[config.mk]
export PLATFORM = sky130hd
export DESIGN_NAME = dcache_responder
export DESIGN_NICKNAME = d
export VERILOG_FILES = /design/src/rtl/dcache_responder.sv
export SDC_FILE = /design/constraint.sdc
export NUM_CORES = 1
export LEC_CHECK = 0
export BUFFER_PORTS_ARGS = -buffer_cell sky130_fd_sc_hd__buf_2
export CAP_MARGIN = 5
export CORE_ASPECT_RATIO = 2
export CORE_MARGIN = 2
export CORE_UTILIZATION = 55
export CTS_CLUSTER_DIAMETER = 40
export DETAILED_ROUTE_END_ITERATION = 8
export PLACE_DENSITY = 0.81
export SLEW_MARGIN = 30
export SYNTH_ARGS = -nofsm -noshare
export SYNTH_HDL_FRONTEND = slang
export SYNTH_SLANG_ARGS = --single-unit
[constraint.sdc]
create_clock -name clk -period 5.4 [get_ports clk]
set_input_delay 1.35 -clock clk [delete_from_list [all_inputs] [get_ports clk]]
set_output_delay 1.35 -clock clk [all_outputs]
set_load 0.05 [all_outputs]
[src/rtl/dcache_responder.sv]
// Direct-mapped, one-word-per-line, write-through/no-write-allocate data cache
// sitting between a core and a request/response backing memory.
module dcache_responder #(
  parameter int LINES  = 16,
  parameter int DWIDTH = 32
) (
  input  logic              clk,
  input  logic              reset,
  input  logic [DWIDTH-1:0] cpu_addr,
  input  logic              cpu_re,
  input  logic [3:0]        cpu_we,
  input  logic [DWIDTH-1:0] cpu_din,
  output logic [DWIDTH-1:0] cpu_dout,
  output logic              stall,
  output logic              mem_req_valid,
  input  logic              mem_req_ready,
  output logic              mem_req_rw,
  output logic [DWIDTH-1:0] mem_req_addr,
  output logic [DWIDTH-1:0] mem_req_data,
  output logic [3:0]        mem_req_mask,
  input  logic              mem_resp_valid,
  input  logic [DWIDTH-1:0] mem_resp_data
);

  localparam int IDXW = $clog2(LINES);
  localparam int TAGW = DWIDTH - IDXW - 2;

  typedef enum logic [1:0] {IDLE, RD_REQ, RD_WAIT, WR_REQ} state_t;

  state_t state_q, state_d;

  logic [TAGW-1:0]   tag_arr  [LINES];
  logic [DWIDTH-1:0] data_arr [LINES];
  logic [LINES-1:0]  valid_q;

  logic [DWIDTH-3:0] req_word;
  logic [DWIDTH-1:0] req_data;
  logic [3:0]        req_mask;

  logic [IDXW-1:0] cpu_idx, req_idx;
  logic [TAGW-1:0] cpu_tag, req_tag;
  logic            is_store, is_read, hit, fill, idle_q;
  logic            unused_addr_lsb;

  assign cpu_idx         = cpu_addr[IDXW+1:2];
  assign cpu_tag         = cpu_addr[DWIDTH-1:IDXW+2];
  assign req_idx         = req_word[IDXW-1:0];
  assign req_tag         = req_word[DWIDTH-3:IDXW];
  assign unused_addr_lsb = ^cpu_addr[1:0];

  assign idle_q   = (state_q == IDLE);
  assign is_store = |cpu_we;
  assign is_read  = cpu_re & ~is_store;
  assign hit      = valid_q[cpu_idx] && (tag_arr[cpu_idx] == cpu_tag);
  assign fill     = (state_q == RD_WAIT) && mem_resp_valid;

  function automatic logic [DWIDTH-1:0] merge_lanes(input logic [DWIDTH-1:0] old_word,
                                                    input logic [DWIDTH-1:0] new_word,
                                                    input logic [3:0]        mask);
    logic [DWIDTH-1:0] r;
    r = old_word;
    for (int b = 0; b < 4; b++) begin
      if (mask[b]) r[b*8 +: 8] = new_word[b*8 +: 8];
    end
    return r;
  endfunction

  always_comb begin
    state_d = state_q;
    case (state_q)
      IDLE: begin
        if (is_store)            state_d = WR_REQ;
        else if (cpu_re && !hit) state_d = RD_REQ;
      end
      RD_REQ:  if (mem_req_ready)  state_d = RD_WAIT;
      RD_WAIT: if (mem_resp_valid) state_d = IDLE;
      WR_REQ:  if (mem_req_ready)  state_d = IDLE;
      default: state_d = IDLE;
    endcase
  end

  // Control state: FSM, line valid bits and the registered read port.
  always_ff @(posedge clk or negedge reset) begin
    if (!reset) begin
      state_q  <= IDLE;
      valid_q  <= '0;
      cpu_dout <= '0;
    end else begin
      state_q <= state_d;
      if (fill) begin
        valid_q[req_idx] <= 1'b1;
        cpu_dout         <= mem_resp_data;
      end else if (idle_q && is_read && hit) begin
        cpu_dout <= data_arr[cpu_idx];
      end
    end
  end

  // Arrays and the latched request carry no reset; valid_q guards their contents.
  always_ff @(posedge clk) begin
    if (idle_q && (is_store || (cpu_re && !hit))) begin
      req_word <= cpu_addr[DWIDTH-1:2];
      req_data <= cpu_din;
      req_mask <= cpu_we;
    end
    if (idle_q && is_store && hit) begin
      data_arr[cpu_idx] <= merge_lanes(data_arr[cpu_idx], cpu_din, cpu_we);
    end
    if (fill) begin
      data_arr[req_idx] <= mem_resp_data;
      tag_arr[req_idx]  <= req_tag;
    end
  end

  assign stall         = !idle_q;
  assign mem_req_valid = (state_q == RD_REQ) || (state_q == WR_REQ);
  assign mem_req_rw    = (state_q == WR_REQ);
  assign mem_req_addr  = {req_word, 2'b00};
  assign mem_req_data  = req_data;
  assign mem_req_mask  = req_mask;

endmodule

# Word level (Yosys, flattened, before mapping)

Memory sizes are Yosys's and may differ from the RTL's.
Index checks and enable logic that the tools add are counted.

Order comparisons: 3
Bitwise gates (word level): 3
Equality and inequality tests: 8
Reduce and logical (&&, ||, !) cells: 18
Multiplexer cells: 27

Operator list:

| kind                                                       | count |
|---|---|
| 2-to-1 mux 32 bit                                          | 3 |
| 2-to-1 mux 8 bit                                           | 8 |
| OR reduction 32 bit                                        | 1 |
| == test 26 bit                                             | 1 |
| OR 16 bit                                                  | 1 |
| less-than comparator 4 x 5 -> 1 bit, second input constant | 2 |
| 2-to-1 mux 2 bit                                           | 5 |
| logical AND 1 bit                                          | 9 |
| one-hot mux 2 bit (4 select lines)                         | 1 |
| 2-to-1 mux 1 bit                                           | 7 |
| inequality test 2 bit, second input constant               | 3 |
| binary-select mux 1 bit (select 4 bit)                     | 1 |
| demux 1 bit (select 4 bit)                                 | 1 |
| == test 2 bit, second input constant                       | 2 |
| >= comparator 4 x 1 -> 1 bit, second input constant        | 1 |
| 2-to-1 mux 4 bit                                           | 1 |
| AND reduction 4 bit                                        | 1 |
| OR reduction 4 bit                                         | 1 |
| inequality test 3 x 2 -> 1 bit, second input constant      | 1 |
| == test 2 x 1 -> 1 bit, second input constant              | 1 |
| zero test 1 bit                                            | 2 |
| zero test 2 bit                                            | 1 |
| logical OR 1 bit                                           | 2 |
| nonzero test 2 bit                                         | 1 |
| other kinds (2)                                            | 2 |

Flip-flop bits (word level): 116
Memories kept: 2
Output and inout bits: 103
Word-level logic and storage cells: 67
Bits in writable memories: 928
Input bits: 105

Memories:

| memory   | words | bits a word | rd ports | clocked after Yosys merged registers in | write ports | RTL line | source |
|---|---|---|---|---|---|---|---|
| data_arr | 16    | 32          | 1        | 0                                       | 1           | 33       | `logic [DWIDTH-1:0] data_arr [LINES];` |
| tag_arr  | 16    | 26          | 1        | 0                                       | 1           | 32       | `logic [TAGW-1:0] tag_arr [LINES];` |

# Depth between registers and ports, before layout

Gate-level depths: netlist of the first run.

Word-level depth: 8
Gate-level depth with buffers: 16

# Worst setup path before layout of the first run

Ideal clock, no wire load.

Path type: input to register
From: input cpu_addr[4]
To: register req_data[0] (netlist: mem_req_data[0]), enable pin
Library setup time: 0.512 ns
Buffers on the path: 7
Data required time: 4.888 ns
Arrival: 6.686 ns
Setup slack: -1.798 ns
Stages: 14
Path through: buf_6 buf_8 buf_8 buf_6 buf_6 mux4_2 mux2i_1 xnor2_1 nor3_1 o2111ai_1 buf_2 buf_2 o31ai_1 a21oi_1

Cells in the longest elaborated chain, start to end: 7
Elaborated cells between the ends (all ways): 9
Classes of those cells: eq/ne (1); mux (2); reduce/logical (5); memory (1)

RTL lines:

| element                                                                               | RTL line | source |
|---|---|---|
| from (decl)                                                                           | 9        | `input logic [DWIDTH-1:0] cpu_addr,` |
| memory (16 x 26 bit) / binary-select mux 1 bit (select 4 bit) (equally long branches) | --       |  |
| == test 26 bit / 2-to-1 mux 1 bit (equally long branches)                             | 54       | `assign hit = valid_q[cpu_idx] && (tag_arr[cpu_idx] == cpu_tag);` |
| logical AND 1 bit *                                                                   | 54       |  |
| zero test 1 bit *                                                                     | 101      | `if (idle_q && (is_store \|\| (cpu_re && !hit))) begin` |
| logical AND 1 bit *                                                                   | 101      |  |
| logical OR 1 bit *                                                                    | 101      |  |
| logical AND 1 bit *                                                                   | 101      |  |
| to (signal assigned)                                                                  | 103      | `req_data <= cpu_din;` |
| to (decl)                                                                             | 37       | `logic [DWIDTH-1:0] req_data;` |

Mark *: on every way between the ends. The rest lies on a longest branch, timed or not. The select of a mux whose other input is x is not followed.
A chain may end at the register's enable or synchronous reset.

# Worst setup path after layout of the first run

From: input cpu_addr[3]
To: memory data_arr[1][7], enable pin

Cells in the longest elaborated chain, start to end: 7
Elaborated cells between the ends (all ways): 10
Classes of those cells: eq/ne (1); mux (6); reduce/logical (2); memory (1)

RTL lines:

| element                                                                               | RTL line | source |
|---|---|---|
| memory (16 x 26 bit) / binary-select mux 1 bit (select 4 bit) (equally long branches) | --       |  |
| == test 26 bit / 2-to-1 mux 1 bit (equally long branches)                             | 54       |  |
| logical AND 1 bit                                                                     | 54       |  |
| logical AND 1 bit                                                                     | 106      | `if (idle_q && is_store && hit) begin` |
| 2-to-1 mux 1 bit                                                                      | 106      |  |
| 2-to-1 mux 1 bit (not written as such)                                                | 107      | `data_arr[cpu_idx] <= merge_lanes(data_arr[cpu_idx], cpu_din, cpu_we);` |
| 2-to-1 mux 1 bit (no source line)                                                     | --       |  |
| to (decl)                                                                             | 33       |  |

Parallel ways exist; a longest one is shown, timed or not. The select of a mux whose other input is x is not followed.

==> flow_metrics.env, run 1 <==
export IMPL_multiInputGateArea_um2=9880
export IMPL_vias_per_cell=6.64
export IMPL_clock_sinks=1044
export IMPL_critPathMaxFanout=24
export IMPL_rsz0062_at_grt="false"
export IMPL_finalNetCount=2401
export IMPL_yosys_warnings=0
export IMPL_synth_top_area_share_pct=72.4
export IMPL_regArea_um2=31100
export IMPL_powerDensity_nw_per_um2=425
export IMPL_tns_ns=0
export IMPL_grt_overflow_total=0
export IMPL_synth_area_um2=41200
export IMPL_synthArstFlopShare_pct=4.79
export IMPL_rows=142
export IMPL_ys_types=58
export IMPL_period_share_pct=87.4
export IMPL_placed_cells=3143
export IMPL_slowest_delay_ns=0.56
export IMPL_grt_max_degree=98
export IMPL_drc=0
export IMPL_crit_slowest_cell="or4b_1"
export IMPL_clock_skew_ns=0.0382
export IMPL_vias=22000
export IMPL_start_util_pct=55.2
export IMPL_hpwl_um=64200
export IMPL_yosys_top_cells_area="edfxtp_1 (72%), mux4_2 (12%), mux2i_1 (3.1%)"
export IMPL_dieArea_um2=77300
export IMPL_hold_viol_final=0
export IMPL_layoutNonFillerInstCount=3305
export IMPL_startpoint_type="input pin"
export IMPL_numCtsBuffers=87
export IMPL_grt_pass1_wl_um=149000
export IMPL_endpoint_kind="register"
export IMPL_relSlewSlack_pct=35.4
export IMPL_post_cts_resized=0
export IMPL_setup_violations=0
export IMPL_grt_antenna_before_repair=3
export IMPL_synth_seq_cells=1044
export IMPL_clkTransAtPathRegs_ns=0.06
export IMPL_design_core_area_um2=74600
export IMPL_wl_um=102000
export IMPL_path_cells="buf_8 -> buf_4 -> nor2b_1 -> buf_4 -> a221oi_1 -> xor2_1 -> o41ai_1 -> buf_4 -> o2111ai_4 -> or4b_1 -> buf_4 -> a21oi_4 -> buf_12"
export IMPL_place_gp_congestion=0.853
export IMPL_critPathKind="in2reg"
export IMPL_power_mw=20.2
export IMPL_leakagePower_nw=15.6
export IMPL_cts_root_buf="clkbuf_16"
export IMPL_vdd_drop_max_mv=0.496
export IMPL_track_usage_pct=27.0
export IMPL_synth_most_common_cell="edfxtp_1"
export IMPL_io_pin_count=208
export IMPL_max_freq_ghz=0.212
export IMPL_synth_ff_type="edfxtp_1"
export IMPL_drive_gt1_share_pct=32.9
export IMPL_ys_seq_area_share_pct=75.5
export IMPL_grt_pass1_vias=22800
export IMPL_crit_top_cell="buf_4"
export IMPL_cts_max_path_buffers=3
export IMPL_die_h_um=391
export IMPL_ant_nets=0
export IMPL_wl_per_cell_um=30.7
export IMPL_outcome="complete, no violations"
export IMPL_postCtsSetupBuffers=0
export IMPL_die_w_um=198
export IMPL_hold_start="valid_q[14]"
export IMPL_io_buffers=203
export IMPL_synthTopCellsByCount="edfxtp_1 (994), mux4_2 (228), mux2i_1 (128)"
export IMPL_crit_start="cpu_addr[3]"
export IMPL_required_ns=5.74
export IMPL_cts_hold_buf=0
export IMPL_drt_iter0_markers=2446
export IMPL_maxSlewViolCount=0
export IMPL_nFillCells=4745
export IMPL_areaGrowthSynthToFinish_pct=15.2
export IMPL_drv_cap=0
export IMPL_holdWs_ns=0.469
export IMPL_synth_edff_count=994
export IMPL_fin_crit_ns=4.72
export IMPL_worst_slew_pin_slew_ns=0.967
export IMPL_timing_rr_start="tag_arr[11][11]"
export IMPL_dr_pass1_iters=6
export IMPL_syn_inst=2019
export IMPL_clkLatencyLatePin_ns=0.67
export IMPL_cp_arrival_ns=5.06
export IMPL_cts_tree="built"
export IMPL_hp_class="reg2reg"
export IMPL_htree_levels=3
export IMPL_avgSynthCellArea_um2=20.4
export IMPL_yosysTopAreaCell="edfxtp_1"
-- routing by layer --
layer  track usage, %  up-vias  share of wire [%]
met5                0        -              0.019
met4             12.0        4                4.7
met3             5.00      308                9.0
met2             48.1     1450                 54
met1             31.7    11300                 33
li1                 -     8898                  -
-- power breakdown --
group	switching, mW	internal, mW
Sequential	0.439	9.98
Clock	2.86	3.66
Combinational	2.38	0.837
Total	5.68	14.5
-- state kept, by name (all words and copies together) (netlist names) --
register and cells:
data_arr 512, valid_q 16, mem_req_mask 4, cpu_dout 32, tag_arr 416, req_word 30, state_q 2, mem_req_data 32
-- area by class of cell --
| type | count | share of cell area, % |
|---|---|---|
| sequential | 1044 | 65.5 |
| tap | 936 | 2.47 |
| antenna | 1 | 0.00527 |
| timing repair buffer | 312 | 4.93 |
| clock buffer | 119 | 5.19 |
| multi-input combinational | 845 | 20.8 |
| clock inverter | 42 | 1.05 |
| inverter | 6 | 0.0474 |
-- worst max-delay path: cells and delay by family --
kind	cells	cell delay [ns]
buffers and inverters	6	1.61
and+or+nand+nor	2	0.96
AOI/OAI and AO/OA	4	0.94
xor gates and xnor gates	1	0.18
-- logic make-up after synthesis --
group,Yosys count,synth area share [%]
AO/OA/AOI/OAI,206,3.28
XOR/XNOR,25,0.531
buffers and inverters,131,1.74
flip-flops,1044,75.5
multiplexers,371,16.0
other,1,0.00910
AND/OR/NAND/NOR,241,3.00
-- path summary, 6_finish.rpt --
| path | end | slack [ns] | cells past startpoint |
|---|---|---|---|
| worst max register to register | data_arr[1][7] | 1.49 | 10 |
| max in group asynchronous | valid_q[4] | 4.03 | 2 |
| min in group asynchronous | cpu_dout[9] | 0.81 | 2 |
| worst min register to register | valid_q[14] | 0.47 | 1 |
| worst min-delay path | valid_q[14] | 0.47 | 1 |
| worst max-delay path | data_arr[1][7] | 0.68 | 13 |
-- placed cells by master (no fill, tap or decap), types with 5 or more instances in the layout --
cell type  synthesis  final
buf_2             23    200
clkinv_1           1     10
nor3_1            10      9
clkinv_4           0      5
a21oi_4            0     17
or2_2             21     20
or4_1             33     33
mux2_2            15     15
xnor2_1            8      8
a21oi_2            0     30
a221oi_1           8      8
a22o_1             9      9
mux4_2           228    228
buf_4              8     73
clkinv_2           0      9
clkbuf_1          55     20
inv_1              5      5
nor2_4             0     16
nor2_1            57     40
clkbuf_16          0     91
buf_12             0     32
mux2i_1          128    128
or3_1              5      5
a22oi_1           18     18
o31ai_1           34     34
dfrtp_1           50     50
o21ai_0           20     20
clkbuf_8           0      8
nand2_1           73     73
nand3_1            9      9
nand2b_1           7      7
o22ai_1            8      8
nor2b_1            8      8
xor2_1            17     17
a21oi_1           53      6
a31oi_1           34     34
bufinv_16          0      9
edfxtp_1         994    994
-- through the flow --
stage | area [um^2] | utilization [%] | setup slack [ns]
after floorplan | 41200 | - | -0.512
after global placement | 44300 | 59.3 | 0.0777
after detailed placement | 44400 | 59.5 | 0.0104
after CTS | 47400 | 63.5 | 0.694
after global routing | 47500 | 63.6 | 0.551
final | 47500 | 63.6 | 0.679
Power figures use the tool's default switching activity.
==> inputs of run 2 (changes only) <==
--- a/config.mk
+++ b/config.mk
@@ -7,12 +7,15 @@
 export LEC_CHECK = 0
 export BUFFER_PORTS_ARGS = -buffer_cell sky130_fd_sc_hd__buf_2
 export CAP_MARGIN = 5
+export CELL_PAD_IN_SITES_DETAIL_PLACEMENT = 1
+export CELL_PAD_IN_SITES_GLOBAL_PLACEMENT = 1
 export CORE_ASPECT_RATIO = 2
 export CORE_MARGIN = 2
-export CORE_UTILIZATION = 55
+export CORE_UTILIZATION = 48
 export CTS_CLUSTER_DIAMETER = 40
 export DETAILED_ROUTE_END_ITERATION = 8
-export PLACE_DENSITY = 0.81
+export PLACE_DENSITY = 0.8
+export SETUP_SLACK_MARGIN = 0.5
 export SLEW_MARGIN = 30
 export SYNTH_ARGS = -nofsm -noshare
 export SYNTH_HDL_FRONTEND = slang
==> flow_metrics.env, run 2 (synthesized netlist as in run 1, its figures left out) <==
export IMPL_largest_register_ffs=512
export IMPL_r2r_cells=11
export IMPL_place_ws_ns=0.114
export IMPL_die_h_um=418
export IMPL_fin_util_pct=56.1
export IMPL_reg_top3="data_arr (512), tag_arr (416)"
export IMPL_numCtsBuffers=95
export IMPL_nFillCells=7374
export IMPL_areaGrowthSynthToFinish_pct=16.2
export IMPL_vias=21800
export IMPL_maxSlewViolCount=0
export IMPL_wl_per_cell_um=31.8
export IMPL_worst_slew_pin_slew_ns=0.972
export IMPL_dieArea_um2=88400
export IMPL_hold_start="valid_q[7]"
export IMPL_io_buffers=203
export IMPL_layout_common_cells="edfxtp_1 (994), mux4_2 (228), buf_2 (200), mux2i_1 (128), clkbuf_16 (96)"
export IMPL_endpoint_kind="register"
export IMPL_drc=0
export IMPL_seq_power_share_pct=51.1
export IMPL_design_core_area_um2=85400
export IMPL_rsz0062_at_grt="false"
export IMPL_setup_violations=0
export IMPL_hold_viol_final=0
export IMPL_start_util_pct=48.3
export IMPL_cts_hold_buf=0
export IMPL_critPathMaxFanout=30
export IMPL_cts_root_buf="clkbuf_16"
export IMPL_drv_cap=0
export IMPL_cts_max_path_buffers=3
export IMPL_fin_crit_ns=4.66
export IMPL_clock_skew_ns=0.0330
export IMPL_wl_um=110000
export IMPL_track_usage_pct=25.4
export IMPL_relSlewSlack_pct=35.0
export IMPL_grt_antenna_before_repair=2
export IMPL_vias_per_cell=6.30
export IMPL_period_share_pct=86.3
export IMPL_grt_max_degree=116
export IMPL_drt_iter0_markers=2319
export IMPL_vdd_drop_max_mv=0.384
export IMPL_die_w_um=211
export IMPL_powerDensity_nw_per_um2=428
export IMPL_layout_cells_most_common="edfxtp_1"
export IMPL_critPathKind="in2reg"
export IMPL_place_gp_congestion=0.759
export IMPL_clkTransAtPathRegs_ns=0.07
export IMPL_hold_depth=1
export IMPL_startpoint_type="input pin"
export IMPL_hpwl_um=67400
export IMPL_comb_power_share_pct=16.2
export IMPL_post_cts_resized=0
export IMPL_cp_arrival_ns=5.03
export IMPL_timing_rr_start="tag_arr[11][21]"
export IMPL_leakagePower_nw=15.7
export IMPL_clock_sinks=1044
export IMPL_final_cell_area_um2=47900
export IMPL_clkLatencyLatePin_ns=0.70
export IMPL_outcome="complete, no violations"
export IMPL_crit_start="cpu_addr[4]"
export IMPL_grt_pass1_vias=23600
export IMPL_grt_pass1_wl_um=161000
export IMPL_power_frac_clock_pct=32.7
export IMPL_rows=152
export IMPL_io_pin_count=208
export IMPL_htree_levels=3
export IMPL_power_switching_mw=5.95
export IMPL_cts_tree="built"
export IMPL_required_ns=5.77
export IMPL_finalNetCount=2418
export IMPL_antenna_cells=0
export IMPL_dpl_cell_area_um2=44700
export IMPL_max_freq_ghz=0.215
export IMPL_final_setup_worst_slack_ns=0.740
export IMPL_power_mw=20.5
export IMPL_hp_class="reg2reg"
export IMPL_dr_pass1_iters=5
export IMPL_tns_ns=0
export IMPL_postCtsSetupBuffers=0
export IMPL_regMostFlops="data_arr"
export IMPL_power_switching_share_pct=29.0
export IMPL_ant_nets=0
export IMPL_drive_gt1_share_pct=33.4
export IMPL_grt_overflow_total=0
export IMPL_internal_power_mw=14.6
==> run 2: metrics by stage <==
stage | std cells | hold slack, ns
floorplan | 2020 | 0.434
global placement | 3294 | 0.445
detailed placement | 3294 | 0.455
CTS | 3466 | 0.471
global route | 3466 | 0.488
finish | 3466 | 0.466
==> run 2: area by class of cell <==
class / instances / area [um^2] / area share (%)
inverter: 6 / 23.8 / 0.0496
clock inverter: 63 / 633 / 1.32
clock buffer: 109 / 2450 / 5.12
tap: 1078 / 1350 / 2.82
sequential: 1044 / 31100 / 64.9
multi-input combinational: 845 / 9870 / 20.6
timing repair buffer: 321 / 2470 / 5.15
==> run 2: critical path: stages <==
cell and delay (ns):
buf_6 0.30, buf_12 0.27, mux4_2 0.35, mux2i_1 0.20
xor2_1 0.37, o21ai_0 0.18, o22ai_1 0.36, buf_4 0.20
o2111ai_4 0.13, or4b_1 0.52, buf_4 0.23, a21oi_4 0.26
buf_12 0.24
==> run 2: worst paths after layout <==
check / endpoint / slack (ns)
min reg2reg: valid_q[7] / 0.47
max in group asynchronous: cpu_dout[11] / 3.99
min: valid_q[7] / 0.47
min in group asynchronous: cpu_dout[26] / 0.85
max reg2reg: data_arr[8][15] / 1.50
max: data_arr[8][15] / 0.74
==> run 2: power groups by stage <==
| stage | Sequential (mW) | Clock, mW | Combinational [mW] |
|---|---|---|---|
| 4_1_cts | 10.5 | 6.79 | 3.30 |
| 6_report | 10.5 | 6.71 | 3.31 |
| 3_5_place_dp | 10.6 | 0 | 3.27 |
| 2_1_floorplan | 11.3 | 0 | 1.25 |
| 5_1_grt | 10.5 | 7.06 | 3.49 |
| 3_3_place_gp | 10.6 | 0 | 3.14 |
==> run 2: metal layers <==
layer	global-route usage [%]	wire length (um)
met1	33.7	42100
met3	4.12	8910
met2	42.5	55700
met4	9.63	3450
met5	0	11
